$ cat src/rtl/imem_loader_pkg.sv
// Shared constants, state encoding and helpers for the instruction-memory loader.
// ADDR_W and OP_W are also used by the pc and the imem.
package imem_loader_pkg;

   localparam int unsigned ADDR_W      = 8;
   localparam int unsigned BYTE_W      = 8;
   localparam int unsigned OP_W        = 2 * BYTE_W;
   localparam int unsigned CNT_W       = ADDR_W + 1;
   localparam int unsigned TIMEOUT_DEF = 50000;

   localparam logic [BYTE_W-1:0] SYNC_BYTE_DEF = 8'hA5;

   typedef enum logic [2:0] {
      IDLE,
      LEN,
      HI,
      LO,
      CSUM,
      DONE,
      ERR
   } state_e;

   // States in which a frame is in progress.
   function automatic logic is_busy(input state_e s);
      return (s == LEN) || (s == HI) || (s == LO) || (s == CSUM);
   endfunction

   // Word count of a frame; a LEN byte of zero means a full 2**ADDR_W image.
   function automatic logic [CNT_W-1:0] frame_words(input logic [BYTE_W-1:0] len);
      if (len == '0) return CNT_W'(1 << ADDR_W);
      return CNT_W'(len);
   endfunction

endpackage

$ cat src/rtl/imem_loader_if.sv
// Byte stream in / imem write port out, plus the reload request.
// master drives the bytes; slave is the loader.
interface imem_loader_if;
   import imem_loader_pkg::*;

   logic              rx_valid;
   logic [BYTE_W-1:0] rx_data;
   logic              load_req;
   logic              wr_en;
   logic [ADDR_W-1:0] wr_addr;
   logic [OP_W-1:0]   wr_data;

   modport master (
      output rx_valid, rx_data, load_req,
      input  wr_en, wr_addr, wr_data
   );

   modport slave (
      input  rx_valid, rx_data, load_req,
      output wr_en, wr_addr, wr_data
   );

endinterface

$ cat src/rtl/loader_timeout.sv
// Saturating idle counter: expired rises once TIMEOUT enabled cycles pass without clear.
module loader_timeout #(
   parameter int unsigned TIMEOUT = 50000
) (
   input  logic clk,
   input  logic rst_n,
   input  logic clear,
   input  logic enable,
   output logic expired
);

   localparam int unsigned CW = $clog2(TIMEOUT + 1);

   logic [CW-1:0] count_q;
   logic [CW-1:0] count_d;

   always_comb begin
      count_d = count_q;
      if (clear) begin
         count_d = '0;
      end else if (enable && (count_q != CW'(TIMEOUT))) begin
         count_d = count_q + CW'(1);
      end
   end

   always_ff @(posedge clk or negedge rst_n) begin
      if (!rst_n) begin
         count_q <= '0;
         expired <= 1'b0;
      end else begin
         count_q <= count_d;
         expired <= (count_d == CW'(TIMEOUT));
      end
   end

endmodule

$ cat src/rtl/imem_loader.sv
// Parses SYNC/LEN/payload/CSUM frames into imem writes and holds the CPU in reset
// until a checksum-valid image has been loaded.
module imem_loader
   import imem_loader_pkg::*;
#(
   parameter logic [BYTE_W-1:0] SYNC_BYTE = SYNC_BYTE_DEF,
   parameter int unsigned       TIMEOUT   = TIMEOUT_DEF
) (
   input  logic         clk,
   input  logic         rst_n,
   imem_loader_if.slave bus,
   output logic         cpu_rst_n,
   output logic         busy,
   output logic         done,
   output logic         err
);

   state_e            state_q, state_d;
   logic              wr_en_q, wr_en_d;
   logic [ADDR_W-1:0] wr_addr_q, wr_addr_d;
   logic [OP_W-1:0]   wr_data_q, wr_data_d;
   logic [BYTE_W-1:0] hi_q, hi_d;
   logic [BYTE_W-1:0] csum_q, csum_d;
   logic [CNT_W-1:0]  cnt_q, cnt_d;
   logic [CNT_W-1:0]  words_q, words_d;

   logic to_clear;
   logic to_enable;
   logic to_expired;

   assign to_enable = is_busy(state_q);
   assign to_clear  = bus.rx_valid | bus.load_req | ~is_busy(state_q);

   loader_timeout #(
      .TIMEOUT (TIMEOUT)
   ) u_timeout (
      .clk     (clk),
      .rst_n   (rst_n),
      .clear   (to_clear),
      .enable  (to_enable),
      .expired (to_expired)
   );

   // Next state and datapath; reload beats incoming bytes, a byte beats the timeout.
   always_comb begin
      state_d   = state_q;
      wr_en_d   = 1'b0;
      wr_addr_d = wr_en_q ? (wr_addr_q + ADDR_W'(1)) : wr_addr_q;
      wr_data_d = wr_data_q;
      hi_d      = hi_q;
      csum_d    = csum_q;
      cnt_d     = cnt_q;
      words_d   = words_q;

      if (bus.load_req) begin
         state_d   = IDLE;
         wr_addr_d = '0;
         csum_d    = '0;
         cnt_d     = '0;
         words_d   = '0;
      end else if (bus.rx_valid) begin
         case (state_q)
            IDLE: begin
               if (bus.rx_data == SYNC_BYTE) state_d = LEN;
            end
            LEN: begin
               words_d   = frame_words(bus.rx_data);
               csum_d    = bus.rx_data;
               wr_addr_d = '0;
               cnt_d     = '0;
               state_d   = HI;
            end
            HI: begin
               hi_d    = bus.rx_data;
               csum_d  = csum_q ^ bus.rx_data;
               state_d = LO;
            end
            LO: begin
               csum_d    = csum_q ^ bus.rx_data;
               wr_en_d   = 1'b1;
               wr_data_d = {hi_q, bus.rx_data};
               cnt_d     = cnt_q + CNT_W'(1);
               state_d   = ((cnt_q + CNT_W'(1)) == words_q) ? CSUM : HI;
            end
            CSUM: begin
               state_d = (bus.rx_data == csum_q) ? DONE : ERR;
            end
            DONE: begin
               state_d = DONE;
            end
            ERR: begin
               if (bus.rx_data == SYNC_BYTE) state_d = LEN;
            end
            default: begin
               state_d = IDLE;
            end
         endcase
      end else if (to_expired && is_busy(state_q)) begin
         state_d = ERR;
      end
   end

   always_ff @(posedge clk or negedge rst_n) begin
      if (!rst_n) begin
         state_q   <= IDLE;
         wr_en_q   <= 1'b0;
         wr_addr_q <= '0;
         wr_data_q <= '0;
         hi_q      <= '0;
         csum_q    <= '0;
         cnt_q     <= '0;
         words_q   <= '0;
         cpu_rst_n <= 1'b0;
         busy      <= 1'b0;
         done      <= 1'b0;
         err       <= 1'b0;
      end else begin
         state_q   <= state_d;
         wr_en_q   <= wr_en_d;
         wr_addr_q <= wr_addr_d;
         wr_data_q <= wr_data_d;
         hi_q      <= hi_d;
         csum_q    <= csum_d;
         cnt_q     <= cnt_d;
         words_q   <= words_d;
         cpu_rst_n <= (state_d == DONE);
         busy      <= is_busy(state_d);
         done      <= (state_d == DONE);
         err       <= (state_d == ERR);
      end
   end

   assign bus.wr_en   = wr_en_q;
   assign bus.wr_addr = wr_addr_q;
   assign bus.wr_data = wr_data_q;

endmodule

$ cat src/flat_wrapper.sv
// flat-port wrapper written by rule: the top's interface ports become plain ports
module imem_loader_flat import imem_loader_pkg::*;
#(
   parameter logic [BYTE_W-1:0] SYNC_BYTE = SYNC_BYTE_DEF,
   parameter int unsigned       TIMEOUT   = TIMEOUT_DEF
)
  (clk, rst_n, cpu_rst_n, busy, done, err, bus_rx_valid, bus_rx_data, bus_load_req, bus_wr_en, bus_wr_addr, bus_wr_data);
  imem_loader_if bus_i ();
  input  logic clk;
  input  logic rst_n;
  output logic cpu_rst_n;
  output logic busy;
  output logic done;
  output logic err;
  input wire logic [$bits(bus_i.rx_valid)-1:0] bus_rx_valid;
  input wire logic [$bits(bus_i.rx_data)-1:0] bus_rx_data;
  input wire logic [$bits(bus_i.load_req)-1:0] bus_load_req;
  output wire logic [$bits(bus_i.wr_en)-1:0] bus_wr_en;
  output wire logic [$bits(bus_i.wr_addr)-1:0] bus_wr_addr;
  output wire logic [$bits(bus_i.wr_data)-1:0] bus_wr_data;
  assign bus_i.rx_valid = bus_rx_valid;
  assign bus_i.rx_data = bus_rx_data;
  assign bus_i.load_req = bus_load_req;
  assign bus_wr_en = bus_i.wr_en;
  assign bus_wr_addr = bus_i.wr_addr;
  assign bus_wr_data = bus_i.wr_data;
  imem_loader #(.SYNC_BYTE(SYNC_BYTE), .TIMEOUT(TIMEOUT)) u_core (.clk(clk), .rst_n(rst_n), .bus(bus_i), .cpu_rst_n(cpu_rst_n), .busy(busy), .done(done), .err(err));
endmodule
$ cat config.mk
export PLATFORM = sky130hd
export DESIGN_NAME = imem_loader_flat
export DESIGN_NICKNAME = d
export VERILOG_FILES = /design/src/rtl/imem_loader_pkg.sv /design/src/rtl/imem_loader_if.sv /design/src/rtl/loader_timeout.sv /design/src/rtl/imem_loader.sv /design/src/flat_wrapper.sv
export SDC_FILE = /design/constraint.sdc
export NUM_CORES = 1
export LEC_CHECK = 0
export ABC_AREA = 1
export ABC_CLOCK_PERIOD_IN_PS = 2170
export CAP_MARGIN = 15
export CORE_AREA = 2 2 97 99
export DETAILED_ROUTE_END_ITERATION = 16
export DIE_AREA = 0 0 99 101
export GPL_TIMING_DRIVEN = 0
export HOLD_SLACK_MARGIN = 0.1
export PLACE_DENSITY = 0.79
export SLEW_MARGIN = 20
export SYNTH_ARGS = -nofsm -noshare
export SYNTH_HDL_FRONTEND = slang
export SYNTH_SLANG_ARGS = --single-unit
$ cat constraint.sdc
create_clock -name clk -period 2.17 [get_ports clk]
set_input_delay 0.434 -clock clk [delete_from_list [all_inputs] [get_ports clk]]
set_output_delay 0.434 -clock clk [all_outputs]
set_load 0.01 [all_outputs]
[Word-level counts from Yosys, hierarchy flattened]
Index checks and enable logic that the tools add are counted.
Cells by class
  $add $sub $neg: 3
  $mul: 0
  div/mod/pow operators: 0
  order comparisons: 0
  equal/unequal tests: 17
  shift-type cells: 0
  mux-type cells: 31
  bitwise operators: 5
  reductions and logical operators: 21
Operator list (number)
  2-to-1 mux 9 bit: 7
  2-to-1 mux 8 bit: 6
  2-to-1 mux 16 bit: 2
  equality test 3 bit (second input constant): 6
  one-hot mux 3 bit (6 select lines): 1
  one-hot mux 9 bit (2 select lines): 1
  adder 16 x 1 -> 16 bit (second input constant): 1
  equality test 16 bit (second input constant): 1
  != test 16 bit (second input constant): 1
  one-hot mux 8 bit (2 select lines): 1
  2-to-1 mux 3 bit: 5
  equality test 3 x 2 -> 1 bit (second input constant): 4
  adder 9 x 1 -> 9 bit (second input constant): 1
  equality test 9 bit: 1
  adder 8 x 1 -> 8 bit (second input constant): 1
  equality test 8 bit: 1
  equality test 8 bit (second input constant): 1
  logical NOT 8 bit: 1
  bitwise XOR 8 bit: 1
  2-to-1 mux 1 bit: 7
  equality test 3 x 1 -> 1 bit (second input constant): 2
  logical OR 1 bit: 6
  AND reduction 2 bit: 3
  AND reduction 3 bit: 2
  other kinds (8): 14
Word-level totals
  flip-flop bits (word level): 82
  bits in latches: 0
  RAM bits: 0
  ROM bits: 0
  memories kept: 0

[Depth between registers and ports, before layout]
Gate-level depths: netlist of run 1.
  word-level depth: 12
  mapped depth: 16

[By module]
From an unflattened synthesis of run 1, not the netlist that was laid out.
Unflattened totals
  cells, all modules: 609
  area total of the unflattened synthesis: 4574.4 um2
By module, submodules not included
  imem_loader: instances 1, cells an instance 388, area an instance 3221.8 um2, seq. area each 1626.6 um2
  loader_timeout: instances 1, cells an instance 221, area an instance 1352.5 um2, seq. area each 425.4 um2

[Worst setup path after synthesis of run 1]
No wires, ideal clock.
  path kind: register to register
  start point: register u_core.cnt_q[0]
  end point: register u_core.busy
  library setup time: 118 ps
  arrival: 1657 ps
  data required time: 2052 ps
  slack: 395 ps
  cell stages (with the launch flop): 15
  cells stage by stage: dfrtp_1 > ha_1 > nand3_2 > o21ai_1 > nand2_1 > nand2_1 > nand2_1 > nor2_1 > nand3_1 > nand2_1 > nand2_1 > nand2_2 > nand3_1 > nand2_1 > nand2_1
Between the ends
  longest elaborated chain between the ends: 10
  elaborated cells between the ends (all ways): 13
  those cells by class: add/sub: 1; eq/ne: 5; mux: 4; reduce/logical: 3
Ends and longest elaborated chain
  start, declared: line imem_loader.sv:24  | logic [CNT_W-1:0] cnt_q, cnt_d;
  start signal, assigned: line imem_loader.sv:124  | cnt_q <= cnt_d;
  adder 9 x 1 -> 9 bit (*): line imem_loader.sv:83  | state_d = ((cnt_q + CNT_W'(1)) == words_q) ? CSUM : HI;
  equality test 9 bit (*): line imem_loader.sv:83
  2-to-1 mux 3 bit (*): line imem_loader.sv:83
  one-hot mux 3 bit (6 select lines) (*): line imem_loader.sv:62  | case (state_q)
  2-to-1 mux 3 bit (*): line imem_loader.sv:61  | end else if (bus.rx_valid) begin
  2-to-1 mux 3 bit (*): line imem_loader.sv:55  | if (bus.load_req) begin
  equality test 3 x 1 -> 1 bit or equality test 3 x 2 -> 1 bit (tied branches): line imem_loader_pkg.sv:25  | return (s == LEN) || (s == HI) || (s == LO) || (s == CSUM);
  logical OR 1 bit (2 in a row): line imem_loader_pkg.sv:25
  logical OR 1 bit (*): line imem_loader_pkg.sv:25
  end signal, assigned: line imem_loader.sv:127  | busy <= is_busy(state_d);
  end, declared: line imem_loader.sv:13  | output logic busy,
Every way passes the cells marked *; elsewhere a longest branch is shown, timed or not.
A chain may end at the register's enable or synchronous reset.

[Worst setup path in the final report of run 1]
  start point: register u_core.u_timeout.count_q[0]
  end point: register u_core.u_timeout.expired
Between the ends
  longest elaborated chain between the ends: 5
  elaborated cells between the ends (all ways): 6
  those cells by class: add/sub: 1; eq/ne: 2; mux: 2; reduce/logical: 1
Ends and longest elaborated chain
  start, declared: line loader_timeout.sv:14  | logic [CW-1:0] count_q;
  start signal, assigned: line loader_timeout.sv:31  | count_q <= count_d;
  parallel branches: the longest is 2 deep, another holds adder 16 x 1 -> 16 bit
  2-to-1 mux 16 bit (*): line loader_timeout.sv:21  | end else if (enable && (count_q != CW'(TIMEOUT))) begin
  2-to-1 mux 16 bit (*): line loader_timeout.sv:19  | if (clear) begin
  equality test 16 bit (*): line loader_timeout.sv:32  | expired <= (count_d == CW'(TIMEOUT));
  end signal, assigned: line loader_timeout.sv:32
  end, declared: line loader_timeout.sv:9  | output logic expired
Mark *: on every way between the ends.

==> metrics.md, run 1 <==
| Metric | Value |
|---|---|
| Status | completed |
| First-pass GRT wire length | 18.09 mm |
| Crit-path cells | inv_2 > ha_1 > nand3_1 > nor2_2 > nand2_2 > nand2_4 > buf_8 > nand2_1 > nand3_1 > nand3_1 > nor2_2 > nand4_1 > nor3_2 |
| Final hold viol count | 0 |
| Worst hold path cell count | 2 |
| Final Setup Violations | 0 |
| RR Endpoint | u_core.u_timeout.expired |
| IO Port Bufs | 40 |
| DIE HEIGHT | 101 um |
| Critical path peak fanout | 9 |
| Yosys warns | 0 |
| Final Skew | 0.01861 ns |
| Synth Area in XOR/XNOR | 0.05375 |
| Nature of the critical path startpoint | flip-flop |
| Fin nets | 644 |
| Critical Path Sink | u_core.u_timeout.expired |
| Sequential cell area | 2053 um2 |
| Total GRT Usage | 0.2264 |
| GR Overflow Total | 0 |
| ANT nets after route | 0 |
| Slowest-stage cell, CP | dfrtp_1 |
| Largest family of logic cells by synthesized area | simple AND/OR/NAND/NOR gates |
| Wirelength, routed | 10.98 mm |
| Crit path depth | 13 |
| Ports | 41 |
| First drt pass iteration count | 5 |
| Vias in the first global route | 3954 |
| Max-Cap Viols | 0 |
| Area grow syn2layout | 19.06% |
| Initial DRC count | 207 |
| R2R Path Start | u_core.u_timeout.count_q[0] |
| Gpl congestion | 0.9370 |
| Most used cell, CP | nand3_1 |
| Synth Area in Adders | 0.01138 |
| Clk sinks | 82 |
| Die Width | 99 um |
| CTS tree | yes |
| Power per standard cell area | 531.3 nW/um2 |
| Reg2reg path depth | 13 |
| Tcrit/Tclk final | 0.9660 |
| Largest net degree at the start of global routing | 43 |
| Clk Latency, worst-skew pair | 0.37 ns |
| DP Wirelength | 7.932 mm |
| Slew headroom | 0.5108 |
| Htree depth | 3 |
| Antenna cells | 0 |
| Critical Path AT | 2.36 ns |
| Core ar. | 8977 um2 |
| CP required | 2.43 ns |
| Placed Cells | 722 |
| Mux cell area share after synthesis | 0 |
| Fmax | 477.1 MHz |
| Util after Layout | 0.5834 |
| Top Family by Delay on Critical Path | simple AND/OR/NAND/NOR gates |
| Post-Syn Instances | 570 |
| Synth Area in Compound Gates | 0.09869 |
| CP max stage delay | 0.42 ns |
| Worst-Margin Slew | 0.7289 ns |
| Layout cell share with drive strength beyond 1 | 0.1074 |
| Fin crit period | 2.096 ns |
| Antenna violations before repair | 0 |
| Synth cell types | 36 |
| Clock Path Buffers | 2 |
| Worst vdd ir | 0.2947 mV |
| Area occupied by multi-input gates | 2074 um2 |
| Routed vias | 4025 |
| Vias per cell | 5.410 |
| Syn_area_per_cell | 7.718 um2 |
| Setup CP Type | flip-flop to flip-flop |
| Drt drc | 0 |
| Syn_nets | 586 |
| Pins Over Slew Limit | 0 |
| Hold Path Class | flip-flop to flip-flop |
| Initial core utilization | 0.4900 |
| DR WL/cell | 14.76 um |
| Clk slew on worst S/H paths | 0.09 ns |
| R2R Setup Slk | 0.07 ns |
| Critical Path Sink Type | flip-flop |
| Seq/Total Area, Yosys | 0.4664 |
| CP startpoint | u_core.u_timeout.count_q[0] |
| Inserted Clock Buffers | 9 |
| Die ar. | 9999 um2 |
| Cell area after synthesis | 4399 um2 |
| Non-filler cells, final | 744 |
| FILL cells | 802 |
| Leakage | 2.459 nW |
| Synthesized flop and latch total | 82 |
| Worst Path Buf+Inv | 2 |
| Simple-Gate Fraction of Synth Area | 0.2966 |
| CTS root buf | clkbuf_8 |
| Rows | 35 |
-- per-stage QoR --
step / cell area, um2 / TNS, ns / power (mW) / hold WS [ns] / setup WS, ns
after global routing: 5238 / -0.09289 / 2.880 / 0.5009 / -0.06361
final: 5238 / 0 / 2.783 / 0.4830 / 0.07382
after detailed placement: 4956 / -2.201 / 1.760 / 0.4551 / -0.2440
after global placement: 4938 / -177.81 / 1.749 / 0.4579 / -2.149
after floorplan: 4399 / 0 / 1.666 / 0.1384 / 0.3953
after CTS: 5146 / 0 / 2.790 / 0.4835 / 0.03424
-- cell type report --
class | count | share of cell area
Buffer | 14 | 0.01553
Clock buffer | 10 | 0.02437
Clock inverter | 6 | 0.009556
Inverter | 65 | 0.04706
Multi-Input combinational cell | 409 | 0.3961
Sequential cell | 82 | 0.3920
Tap cell | 111 | 0.02652
Timing Repair Buffer | 47 | 0.08887
-- synthesized netlist by cell type --
master     instances  area, um2
buf_6              2      22.52
nor3_1             7      35.03
nand2_1          175      656.9
ha_1               4      50.05
nand2_4            2      22.52
xnor2_1           12      105.1
inv_4              1      6.260
a21oi_2            2      17.52
o21ai_2            1      8.760
a211oi_1           1      7.510
nor2_1            47      176.4
inv_2              5      18.77
nand3_1           49      245.2
o21ai_0           27      135.1
clkbuf_2           1      5.000
or2_2              1      6.260
and3_1             1      6.260
nand3b_1           2      15.01
xor2_1            15      131.4
buf_4              1      7.510
o21ai_1            6      30.03
nand2_2            7      43.79
dfrtp_1           82       2052
nor2_4             1      11.26
buf_2              2      10.01
clkbuf_1           8      30.03
o41ai_1            1      8.760
nand4_1            8      50.05
inv_1             59      221.5
nor3_2             2      20.02
nand3_2            1      10.01
o21a_1             1      7.510
o22ai_1           11      68.82
nor2_2             1      6.260
o2111ai_1          8      70.07
a21oi_1           16      80.08
-- kinds of logic (layout without fill, tap and decap cells) --
| family | count (synthesis) | after routing |
|---|---|---|
| buf+inv | 79 | 142 |
| xor+xnor | 27 | 27 |
| compound gates | 74 | 74 |
| flops | 82 | 82 |
| simple gates | 304 | 304 |
| fa+ha+maj | 4 | 4 |
-- tightest hold or removal path, stage by stage (launching register included) --
cell     delay [ns]
dfrtp_1        0.35
nand2_1        0.05
nand2_1        0.05
-- state kept, by name, indices dropped and copies added, names as in the netlist --
name                      flops
u_core.hi_q                   8
u_core.busy                   1
u_core.err                    1
u_core.state_q                3
u_core.u_timeout.expired      1
u_core.bus.wr_addr            8
u_core.words_q                9
u_core.csum_q                 8
u_core.u_timeout.count_q     16
u_core.bus.wr_data           16
u_core.cpu_rst_n              1
u_core.cnt_q                  9
u_core.bus.wr_en              1
-- repair_timing --
item / in CTS / in global routing
hold buffers: 1 / 0
setup buffers: 0 / 5
cloned: 0 / 0
resized for setup: 1 / 20
endpoints found under the setup margin: 2 / 12
endpoints found under the hold margin: 41 / 0
pin swaps: 0 / 5
-- worst min-delay path by stage --
stage | from | to | slack [ns]
2_1_floorplan | rst_n | u_core.bus.wr_addr[0] | 0.14
3_3_place_gp | u_core.hi_q[3] | u_core.bus.wr_data[11] | 0.46
3_5_place_dp | rst_n | u_core.cnt_q[4] | 0.46
4_1_cts | u_core.hi_q[1] | u_core.bus.wr_data[9] | 0.48
5_1_grt | u_core.bus.wr_data[13] | u_core.bus.wr_data[13] | 0.50
6_report | u_core.bus.wr_data[13] | u_core.bus.wr_data[13] | 0.48
-- metal layers --
metal | wire, um | share of wire | global-route usage | vias to the layer above
met3 | 528 | 0.048 | 0.04092 | 21
met5 | 0 | 0 | 0 | -
met1 | 4565 | 0.42 | 0.2699 | 1927
met2 | 5680 | 0.52 | 0.4059 | 122
met4 | 208 | 0.019 | 0.08851 | 0
li1 | - | - | - | 1955
-- where the power goes --
group	total (mW)	leakage, nW	switching [mW]	internal [mW]
clock network	1.05	0.0835	0.622	0.429
registers	1.56	1.14	0.0144	1.55
logic	0.170	1.24	0.113	0.0576
total	2.78	2.46	0.749	2.03
-- cells in the final DEF (no fill, tap or decap), types with 6 or more instances in the layout --
cell type	instances
inv_1	57
buf_4	7
inv_2	7
clkbuf_1	7
nand3_1	48
o2111ai_1	8
nor2_1	42
o21ai_0	27
nor3_1	7
nor2_2	6
clkbuf_8	9
o22ai_1	11
clkdlybuf4s50_1	39
nand2_2	7
xor2_1	15
nand4_1	8
dfrtp_1	81
a21oi_1	15
nand2_1	174
xnor2_1	12
No activity file was read; power rests on OpenSTA's default activity.
==> inputs of run 2 (changes only) <==
--- a/config.mk
+++ b/config.mk
@@ -6,11 +6,12 @@
 export NUM_CORES = 1
 export LEC_CHECK = 0
 export ABC_AREA = 1
-export ABC_CLOCK_PERIOD_IN_PS = 2170
+export ABC_CLOCK_PERIOD_IN_PS = 2600
 export CAP_MARGIN = 15
-export CORE_AREA = 2 2 97 99
+export CORE_AREA = 8 8 103 105
+export CTS_CLUSTER_SIZE = 14
 export DETAILED_ROUTE_END_ITERATION = 16
-export DIE_AREA = 0 0 99 101
+export DIE_AREA = 0 0 111 113
 export GPL_TIMING_DRIVEN = 0
 export HOLD_SLACK_MARGIN = 0.1
 export PLACE_DENSITY = 0.79
==> constraint.sdc (replaced) <==
create_clock -name clk -period 2.6 [get_ports clk]
set_input_delay 0.52 -clock clk [delete_from_list [all_inputs] [get_ports clk]]
set_output_delay 0.52 -clock clk [all_outputs]
set_load 0.01 [all_outputs]
==> metrics.md, run 2 (same netlist as run 1, synthesis figures left out) <==
| Metric | Value |
|---|---|
| Initial DRC count | 183 |
| FILL cells | 807 |
| Nature of the critical path startpoint | flip-flop |
| Power per standard cell area | 449.9 nW/um2 |
| Sequential cell area | 2052 um2 |
| Crit-path cells | ha_1 > nand3_2 > o21ai_1 > nand2_1 > nand2_1 > nand2_1 > nor2_1 > nand3_1 > nand2_1 > nand2_1 > nand2_2 > nand3_1 > nand2_1 > nand2_1 |
| Worst-Margin Slew | 0.7261 ns |
| Most used cell, CP | nand2_1 |
| DR WL/cell | 14.36 um |
| Final Skew | 0.01331 ns |
| Clk slew on worst S/H paths | 0.10 ns |
| Inserted Clock Buffers | 9 |
| Worst Path Buf+Inv | 0 |
| Vias per cell | 5.327 |
| Hold Path Class | input port to async pin |
| Seq pwr share | 0.562 |
| Rows | 35 |
| Switching part of the total | 0.2561 |
| Critical Path Sink Type | flip-flop |
| Commonest non-fill, non-tap cell in the layout | nand2_1 |
| Die Width | 111 um |
| First-pass GRT wire length | 18.66 mm |
| Max-Cap Viols | 0 |
| Status | completed |
| Clk sinks | 82 |
| Initial core utilization | 0.4900 |
| Hold buffers post-CTS | 0 |
| Clk Latency, worst-skew pair | 0.36 ns |
| ANT nets after route | 0 |
| Worst vdd ir | 0.3717 mV |
| Drt drc | 0 |
| # Post-CTS Setup Buffers | 0 |
| Slowest-stage cell, CP | dfrtp_1 |
| Slew headroom | 0.5127 |
| Antenna cells | 0 |
| Wirelength, routed | 10.60 mm |
| Top Family by Delay on Critical Path | simple AND/OR/NAND/NOR gates |
| DIE HEIGHT | 113 um |
| Antenna violations before repair | 0 |
| CTS root buf | clkbuf_8 |
| First drt pass iteration count | 5 |
| DP Wirelength | 7.917 mm |
| Largest net degree at the start of global routing | 50 |
| Fin nets | 638 |
| Die ar. | 12540 um2 |
| Most frequent cells in the layout | nand2_1, dfrtp_1, inv_1, nand3_1, nor2_1 |
| Core ar. | 8977 um2 |
| Combinational fraction of design power | 0.060 |
| Fmax | 462.1 MHz |
| Cell Int Power | 1.724 mW |
| Fin crit period | 2.164 ns |
| Total Power | 2.318 mW |
| Critical Path AT | 2.41 ns |
| Total GRT Usage | 0.1770 |
| Ports | 41 |
| RSZ-0062 raised after global routing | no |
| Critical path peak fanout | 6 |
| GR Overflow Total | 0 |
| CP max stage delay | 0.45 ns |
| Total net switching power | 0.5937 mW |
| Leakage | 2.426 nW |
| Clk pwr share | 0.378 |
| CP required | 2.84 ns |
| Vias in the first global route | 4017 |
| Clock Path Buffers | 2 |
| Routed vias | 3931 |
| Pins Over Slew Limit | 0 |
| Tcrit/Tclk final | 0.8324 |
| Htree depth | 3 |
| IO Port Bufs | 40 |
| CTS tree | yes |
| Setup CP Type | flip-flop to flip-flop |
| Area occupied by multi-input gates | 2026 um2 |
| Setup TNS Final | 0 ns |
| Gpl congestion | 0.9494 |
| CTS resizes | 0 |
| Final Setup Violations | 0 |
| Final hold viol count | 0 |
| Layout cell share with drive strength beyond 1 | 0.07656 |
| Area grow syn2layout | 17.09% |
-- run 2: cell count changes in the layout (fill, tap and decap cells not counted), sizes merged --
| cell | before | now |
|---|---|---|
| clkinv | 2 | 3 |
| buf | 12 | 7 |
| dlygate4sd3 | 1 | 0 |
| clkinvlp | 2 | 1 |
-- run 2: area by class of cell --
type,count,share of cell area
buffer,14,0.01457
clock buffer,10,0.02672
clock inverter,6,0.009716
inverter,65,0.04785
multi-input combinational,409,0.3932
sequential,82,0.3983
tap,111,0.02696
timing repair buffer,41,0.08258
-- run 2: worst paths after layout --
| check | start | slack (ns) | end | depth (start not counted) |
|---|---|---|---|---|
| max in group asynchronous | rst_n | 1.91 | u_core.busy | 2 |
| min reg2reg | u_core.hi_q[3] | 0.48 | u_core.bus.wr_data[11] | 2 |
| min | rst_n | 0.1 | u_core.bus.wr_addr[6] | 1 |
| max reg2reg | u_core.cnt_q[0] | 0.44 | u_core.busy | 14 |
| max | u_core.cnt_q[0] | 0.44 | u_core.busy | 14 |
| min in group clk | u_core.hi_q[3] | 0.48 | u_core.bus.wr_data[11] | 2 |
-- run 2: power by group through the flow --
stage | clock, mW | combinational, mW | sequential (mW)
floorplan | 0 | 0.0639 | 1.33
global placement | 0 | 0.133 | 1.33
detailed placement | 0 | 0.141 | 1.33
CTS | 0.894 | 0.141 | 1.30
global route | 0.943 | 0.157 | 1.31
finish | 0.875 | 0.139 | 1.30
-- run 2: routing by layer --
| layer | wire, um | track usage |
|---|---|---|
| met1 | 4460 | 0.2079 |
| met2 | 5468 | 0.3048 |
| met3 | 431 | 0.03598 |
| met4 | 238 | 0.08108 |
| met5 | 0 | 0 |
-- run 2: per-stage QoR --
step / util / setup WS, ns / std cells / hold slack, ns / cell area (um2)
6_report: 0.5738 / 0.4359 / 738 / 0.09728 / 5151
4_1_cts: 0.5738 / 0.4375 / 738 / 0.1068 / 5151
2_1_floorplan: - / 0.8253 / 570 / 0.2244 / 4399
3_3_place_gp: 0.5501 / -1.849 / 721 / 0.4537 / 4938
3_5_place_dp: 0.5529 / 0.09363 / 722 / 0.4653 / 4964
5_1_grt: 0.5738 / 0.1891 / 738 / 0.1269 / 5151
-- run 2: worst reg2reg max path: stages, from the launching register on --
cell and delay, ns:
dfrtp_1 0.45, ha_1 0.33, nand3_2 0.16, o21ai_1 0.18, nand2_1 0.09, nand2_1 0.06, nand2_1 0.04, nor2_1 0.18
nand3_1 0.10, nand2_1 0.09, nand2_1 0.07, nand2_2 0.07, nand3_1 0.07, nand2_1 0.08, nand2_1 0.05
